==> src/rtl/llr_frame_loader_if.sv <==
// Sample stream and RAM write port of llr_frame_loader.
// master: the loader (drives in_ready and the RAM bus); slave: upstream source / RAM side.
interface llr_frame_loader_if #(
  parameter int unsigned DATA_WIDTH = 5,
  parameter int unsigned ADDR_WIDTH = 8,
  parameter int unsigned IN_WIDTH   = 8
);
  logic [IN_WIDTH-1:0]   in_data;
  logic                  in_valid;
  logic                  in_ready;
  logic [ADDR_WIDTH-1:0] ram_address;
  logic [DATA_WIDTH-1:0] ram_data_in;
  logic                  ram_we;
  logic                  ram_cs;

  modport master (
    input  in_data, in_valid,
    output in_ready, ram_address, ram_data_in, ram_we, ram_cs
  );

  modport slave (
    output in_data, in_valid,
    input  in_ready, ram_address, ram_data_in, ram_we, ram_cs
  );
endinterface

==> src/rtl/llr_frame_loader.sv <==
// Loads one frame of channel samples as DATA_WIDTH-bit LLRs into RAM 0..len-1, then holds until acked.
// Optional macro LLR_SATURATE_EN: symmetric saturation instead of modular truncation, with sticky sat_flag.
module llr_frame_loader #(
  parameter int unsigned DATA_WIDTH = 5,
  parameter int unsigned ADDR_WIDTH = 8,
  parameter int unsigned IN_WIDTH   = 8
) (
  input  logic                  clk,
  input  logic                  rst,
  input  logic                  start_i,
  input  logic [ADDR_WIDTH:0]   frame_len_i,
  input  logic                  frame_ack_i,
  output logic                  frame_ready_o,
  output logic [ADDR_WIDTH:0]   words_loaded_o,
  output logic                  sat_flag_o,
  llr_frame_loader_if.master    bus
);

  typedef enum logic [1:0] {IDLE, LOAD, READY} state_t;

  localparam logic [ADDR_WIDTH:0] MAX_LEN = {1'b1, {ADDR_WIDTH{1'b0}}};

  state_t                state_q;
  logic [ADDR_WIDTH:0]   len_q;
  logic [ADDR_WIDTH:0]   cnt_q;
  logic [ADDR_WIDTH-1:0] addr_q;
  logic [DATA_WIDTH-1:0] data_q;
  logic                  we_q;
  logic                  sat_q;

  logic [DATA_WIDTH-1:0] conv_data;
  logic                  conv_clip;

`ifdef LLR_SATURATE_EN
  localparam logic signed [IN_WIDTH-1:0] SAT_HI = IN_WIDTH'((1 << (DATA_WIDTH - 1)) - 1);
  localparam logic signed [IN_WIDTH-1:0] SAT_LO = -SAT_HI;

  // Symmetric clip: the most negative code is never produced.
  always_comb begin
    conv_clip = 1'b0;
    conv_data = bus.in_data[DATA_WIDTH-1:0];
    if ($signed(bus.in_data) > SAT_HI) begin
      conv_data = SAT_HI[DATA_WIDTH-1:0];
      conv_clip = 1'b1;
    end else if ($signed(bus.in_data) < SAT_LO) begin
      conv_data = SAT_LO[DATA_WIDTH-1:0];
      conv_clip = 1'b1;
    end
  end
`else
  logic unused_in_hi;
  assign unused_in_hi = ^bus.in_data[IN_WIDTH-1:DATA_WIDTH];
  assign conv_data    = bus.in_data[DATA_WIDTH-1:0];
  assign conv_clip    = 1'b0;
`endif

  always_ff @(posedge clk) begin
    if (rst) begin
      state_q <= IDLE;
      len_q   <= '0;
      cnt_q   <= '0;
      addr_q  <= '0;
      data_q  <= '0;
      we_q    <= 1'b0;
      sat_q   <= 1'b0;
    end else begin
      we_q <= 1'b0;
      unique case (state_q)
        IDLE: begin
          if (start_i && (frame_len_i != '0)) begin
            len_q   <= (frame_len_i > MAX_LEN) ? MAX_LEN : frame_len_i;
            cnt_q   <= '0;
            sat_q   <= 1'b0;
            state_q <= LOAD;
          end
        end
        LOAD: begin
          // in_ready is implied by LOAD, so in_valid alone marks an accept.
          if (bus.in_valid) begin
            we_q   <= 1'b1;
            addr_q <= cnt_q[ADDR_WIDTH-1:0];
            data_q <= conv_data;
            cnt_q  <= cnt_q + 1'b1;
            sat_q  <= sat_q | conv_clip;
            if (cnt_q == len_q - 1'b1) begin
              state_q <= READY;
            end
          end
        end
        READY: begin
          if (frame_ack_i) begin
            state_q <= IDLE;
          end
        end
        default: state_q <= IDLE;
      endcase
    end
  end

  assign bus.in_ready    = (state_q == LOAD);
  assign bus.ram_address = addr_q;
  assign bus.ram_data_in = data_q;
  assign bus.ram_we      = we_q;
  assign bus.ram_cs      = we_q;
  assign frame_ready_o   = (state_q == READY);
  assign words_loaded_o  = cnt_q;
  assign sat_flag_o      = sat_q;

endmodule

==> src/flat_wrapper.sv <==
// flat-port wrapper written by rule: the top's interface ports become plain ports
module llr_frame_loader_flat 
#(
  parameter int unsigned DATA_WIDTH = 5,
  parameter int unsigned ADDR_WIDTH = 8,
  parameter int unsigned IN_WIDTH   = 8
)
  (clk, rst, start_i, frame_len_i, frame_ack_i, frame_ready_o, words_loaded_o, sat_flag_o, bus_in_data, bus_in_valid, bus_in_ready, bus_ram_address, bus_ram_data_in, bus_ram_we, bus_ram_cs);
  llr_frame_loader_if #(.DATA_WIDTH(DATA_WIDTH), .ADDR_WIDTH(ADDR_WIDTH), .IN_WIDTH(IN_WIDTH)) bus_i ();
  input  logic clk;
  input  logic rst;
  input  logic start_i;
  input  logic [ADDR_WIDTH:0] frame_len_i;
  input  logic frame_ack_i;
  output logic frame_ready_o;
  output logic [ADDR_WIDTH:0] words_loaded_o;
  output logic sat_flag_o;
  input wire logic [$bits(bus_i.in_data)-1:0] bus_in_data;
  input wire logic [$bits(bus_i.in_valid)-1:0] bus_in_valid;
  output wire logic [$bits(bus_i.in_ready)-1:0] bus_in_ready;
  output wire logic [$bits(bus_i.ram_address)-1:0] bus_ram_address;
  output wire logic [$bits(bus_i.ram_data_in)-1:0] bus_ram_data_in;
  output wire logic [$bits(bus_i.ram_we)-1:0] bus_ram_we;
  output wire logic [$bits(bus_i.ram_cs)-1:0] bus_ram_cs;
  assign bus_i.in_data = bus_in_data;
  assign bus_i.in_valid = bus_in_valid;
  assign bus_in_ready = bus_i.in_ready;
  assign bus_ram_address = bus_i.ram_address;
  assign bus_ram_data_in = bus_i.ram_data_in;
  assign bus_ram_we = bus_i.ram_we;
  assign bus_ram_cs = bus_i.ram_cs;
  llr_frame_loader #(.DATA_WIDTH(DATA_WIDTH), .ADDR_WIDTH(ADDR_WIDTH), .IN_WIDTH(IN_WIDTH)) u_core (.clk(clk), .rst(rst), .start_i(start_i), .frame_len_i(frame_len_i), .frame_ack_i(frame_ack_i), .frame_ready_o(frame_ready_o), .words_loaded_o(words_loaded_o), .sat_flag_o(sat_flag_o), .bus(bus_i));
endmodule
==> config.mk <==
export PLATFORM = sky130hd
export DESIGN_NAME = llr_frame_loader_flat
export DESIGN_NICKNAME = d
export VERILOG_FILES = /design/src/rtl/llr_frame_loader_if.sv /design/src/rtl/llr_frame_loader.sv /design/src/flat_wrapper.sv
export SDC_FILE = /design/constraint.sdc
export NUM_CORES = 1
export LEC_CHECK = 0
export ABC_AREA = 1
export BUFFER_PORTS_ARGS = -buffer_cell sky130_fd_sc_hd__buf_4
export CORE_ASPECT_RATIO = 0.75
export CORE_MARGIN = 5
export CORE_UTILIZATION = 49
export CTS_CLUSTER_DIAMETER = 40
export DETAILED_ROUTE_END_ITERATION = 8
export GPL_ROUTABILITY_DRIVEN = 0
export HOLD_SLACK_MARGIN = 0.15
export PLACE_DENSITY = 0.75
export SKIP_CTS_REPAIR_TIMING = 1
export SLEW_MARGIN = 20
export SYNTH_ARGS = -nofsm -noshare
export SYNTH_HDL_FRONTEND = slang
export SYNTH_SLANG_ARGS = --single-unit
==> constraint.sdc <==
create_clock -name clk -period 4.55 [get_ports clk]
set_input_delay 0.6825 -clock clk [delete_from_list [all_inputs] [get_ports clk]]
set_output_delay 0.6825 -clock clk [all_outputs]
set_load 0.1 [all_outputs]
## Yosys cells after proc, flatten, opt, wreduce, memory -nomap -nowiden

Cells that the tools add are included.

| cells by class | value |
|---|---|
| $add $sub $neg | 2 |
| magnitude comparators | 1 |
| equality and inequality tests | 7 |
| muxes and demuxes | 10 |
| bitwise operators | 1 |
| reduce and logical (&&, ||, !) cells | 9 |

Operators with widths:

| operator | count |
|---|---|
| $mux W9 | 3 |
| $pmux W9 S2 | 1 |
| $add A9 B1 Y9 const B | 1 |
| $eq A9 B9 Y1 | 1 |
| $gt A9 B9 Y1 const B | 1 |
| $reduce_bool A9 Y1 | 1 |
| $sub A9 B1 Y9 const B | 1 |
| $mux W2 | 4 |
| $pmux W2 S3 | 1 |
| $ne A2 B1 Y1 const B | 2 |
| $ne A2 B2 Y1 const B | 2 |
| $reduce_and A2 Y1 | 2 |
| $reduce_and A4 Y1 | 1 |
| $reduce_and A3 Y1 | 1 |
| $eq A2 B1 Y1 const B | 1 |
| $eq A2 B2 Y1 const B | 1 |
| $logic_not A2 Y1 | 1 |
| $reduce_bool A2 Y1 | 1 |
| $reduce_or A2 Y1 | 1 |
| $logic_and A1 B1 Y1 | 1 |
| $mux W1 | 1 |
| $not A1 Y1 | 1 |

| word-level totals | value |
|---|---|
| bits in registers | 34 |
| input port bits | 22 |
| output and inout bits | 27 |

## Logic depth before layout (Yosys ltp)

| depth | value |
|---|---|
| word-level depth | 5 |
| mapped depth | 12 |
| gate-level depth less buffers | 12 |

## Worst setup path before layout

OpenSTA, ideal clock, no wires.

| path | value |
|---|---|
| path kind | reg-to-output |
| start point | register u_core.state_q[1] |
| end point | output frame_ready_o |
| arrival | 1.758 ns |
| path slack | 2.109 ns |
| cell stages (with the launch flop) | 3 |
| path buffers | 0 |
| path through | dfxtp_1 -> inv_1 -> nor2_1 |

| between the ends | value |
|---|---|
| longest elaborated chain between the ends | 1 |

RTL lines:

| what | line | source |
|---|---|---|
| start: declaration | llr_frame_loader.sv:23 | `state_t state_q;` |
| start signal: assignment | llr_frame_loader.sv:59 | `state_q <= IDLE;` |
| start signal: assignment | llr_frame_loader.sv:74 | `state_q <= LOAD;` |
| start signal: assignment | llr_frame_loader.sv:86 | `state_q <= READY;` |
| $eq A2 B2 Y1 | llr_frame_loader.sv:105 | `assign frame_ready_o = (state_q == READY);` |
| end: declaration | flat_wrapper.sv:15 | `output logic frame_ready_o;` |

Every way passes these cells.

## Final worst setup path

Same ends and word-level chain as after synthesis.

==> out/results.txt <==
Critical path buffers and inverters - 2
drt pass-1 iters - 4
DRC viols - 0
area grow syn2layout - 25.09%
WL/cell - 12.05 um
outcome - complete, no violations
crit path max fanout - 3
Slew Limit Headroom - 0.6662
Power Internal - 474.2 uW
number of flops mapped to enable cells by yosys - 0
RSZ-0062 raised after global routing - false
Comb pwr share - 0.224
measured slew at the worst slew-check pin - 0.5002 ns
Leakage - 0.001040 uW
sequential area share after synthesis - 0.3823
GRT overflow - 0
Worst Setup End Kind - output port
share of the synthesized area in the top cell type - 0.3823
CTS tree - yes
Die Y - 62.21 um
core area - 3590 um^2
share of layout cells above drive strength 1 - 0.2277
Critical Path RT - 3.87 ns
die width - 79.61 um
worst path cell trace - inv_1 -> nor2_1 -> buf_4
Worst Path Arrival - 1.20 ns
Syn Inst Count - 257
Syn Nets - 281
slowest CP cell - dfxtp_1
row cnt - 19
worst-skew pair later-pin latency - 0.28 ns
post-layout util - 0.6204
vias in the first global route - 1618
n_diodes - 0
PD cells - 314.9 nW/um^2
Worst setup SP type - flip-flop
DR iter-0 viols - 100
CP Class - flip-flop to output port
Hold Crit Class - flip-flop to flip-flop
number of synthesized register bits - 34
placed instance area - 2136 um^2
Async S/R FF share, synth - 0
synthesized area - 1780 um^2
Final Net Count - 326
Final setup violation count - 0
Crit path max-delay family - flip-flops
deepest clock path buffer count - 2
post-synth cell types - 30
cts bufs inserted - 5
Avg Vias per Cell - 4.941
commonest cells in the netlist - nand2_1 (67), dfxtp_1 (34), inv_1 (33)
DR vias - 1754
final setup skew - 0.005155 ns
Root Buffer Master - clkbuf_8
peak supply drop - 0.2560 mV
Avg Inst Size Synth - 6.928 um^2
final instance area - 2227 um^2
Die Area - 4952 um^2
YS warnings - 0
drt total wl - 4279 um
Synth area leaders - dfxtp_1 (38%), nand2_1 (14%), inv_1 (7.0%)
hold slack - 0.4667 ns
DRT antenna net count - 0
Reg power frac - 0.451
Net Sw Power - 227.0 uW
Reg clk slew, reported paths - 0.06 ns
IO Pins - 49
Max-Cap Viols - 0
CTS sink count - 34
min cycle time layout - 1.880 ns
most instantiated library cell after synthesis - nand2_1
total negative slack - 0 ns
ys flop type - dfxtp_1
first-pass GRT wire length - 7210 um
Yosys top cell by area - dfxtp_1
Switching Share - 0.3237
starting density of the core - 0.4960
GRT Resource Usage Total - 0.1840
largest net degree at the start of global routing - 21
H-Tree Level Count - 2
Max Fclk - 0.5318 GHz
Clk pwr share - 0.325
crit-path max cell delay - 0.45 ns
HPWL after detailed placement - 3402 um
Slew Limit Fails - 0
Pwr Total - 701.2 uW
# port buffers - 44
initial antenna violation count - 0
Final Cycle Share - 0.4133
Hold Vio Cnt, Final - 0
logic make-up after synthesis:
kind of cell	synth area share
other	0.002106
DFF	0.3823
and+or+nand+nor	0.3387
xor gates and xnor gates	0.02951
buffers and inverters	0.09768
AOI/OAI and AO/OA	0.1356
adders and majority gates	0.01405
routing by layer:
metal,vias up,wire length [um],track usage
li1,914,-,-
met1,785,1950,0.2618
met2,50,1908,0.2719
met3,5,377,0.04913
met4,0,43,0.05150
met5,-,0,0
power by group through the flow:
stage                     Sequential (uW)  Combinational [uW]  Clock, uW
after detailed placement              323                 157          0
final                                 317                 157        228
after global routing                  318                 171        244
after floorplan                       366                77.7          0
after global placement                323                 155          0
after CTS                             316                 158        231
path summary, 6_finish.rpt:
| path | end | slack (ns) | from | cells after the start |
|---|---|---|---|---|
| hold reg to reg | u_core.bus.ram_data_in[3] | 0.47 | u_core.bus.ram_data_in[3] | 2 |
| hold / removal | u_core.bus.ram_data_in[3] | 0.47 | u_core.bus.ram_data_in[3] | 2 |
| setup reg to reg | u_core.state_q[1] | 2.83 | u_core.len_q[0] | 12 |
| setup / recovery | frame_ready_o | 2.67 | u_core.state_q[1] | 3 |
worst register-to-register path: stages (launching register included):
cell and delay (ns):
dfxtp_1 0.31, inv_1 0.15, ha_1 0.32, nand2_2 0.10, nor2_2 0.11, nand2_1 0.06, nand2_1 0.05, nand3_1 0.07
nor2_1 0.12, nand2_1 0.07, nor2_1 0.09, nand3_1 0.09, a21oi_2 0.11
state kept, by name, indices dropped and copies added, names as in the netlist:
register                count
u_core.len_q                9
u_core.words_loaded_o       9
u_core.bus.ram_address      8
u_core.bus.ram_data_in      5
u_core.state_q              2
u_core.bus.ram_cs           1
cell type report:
cell class / count / area, um^2
sequential: 34 / 680.7
fill: 372 / 1363
clock buffer: 7 / 86.33
inverter: 35 / 133.9
timing repair buffer: 44 / 330.3
multi-input combinational: 182 / 925.9
tap: 52 / 65.06
clock inverter: 1 / 5.005
layout by cell type, fill, tap and decap left out, types with 4 or more instances in the layout:
cell type,n
o21ai_0,13
nand4_1,5
nor2_2,5
clkbuf_8,6
o22ai_1,4
nor2_1,21
nand3_1,14
xor2_1,6
nand2_1,67
buf_4,44
a21oi_1,22
dfxtp_1,34
inv_1,33
nand2_2,4
metrics by stage:
step / setup slack (ns) / instances
floorplan: 2.109 / 257
global placement: 2.637 / 347
detailed placement: 2.625 / 347
CTS: 2.653 / 355
global route: 2.539 / 355
finish: 2.670 / 355
(Power assumes the default switching activity.)
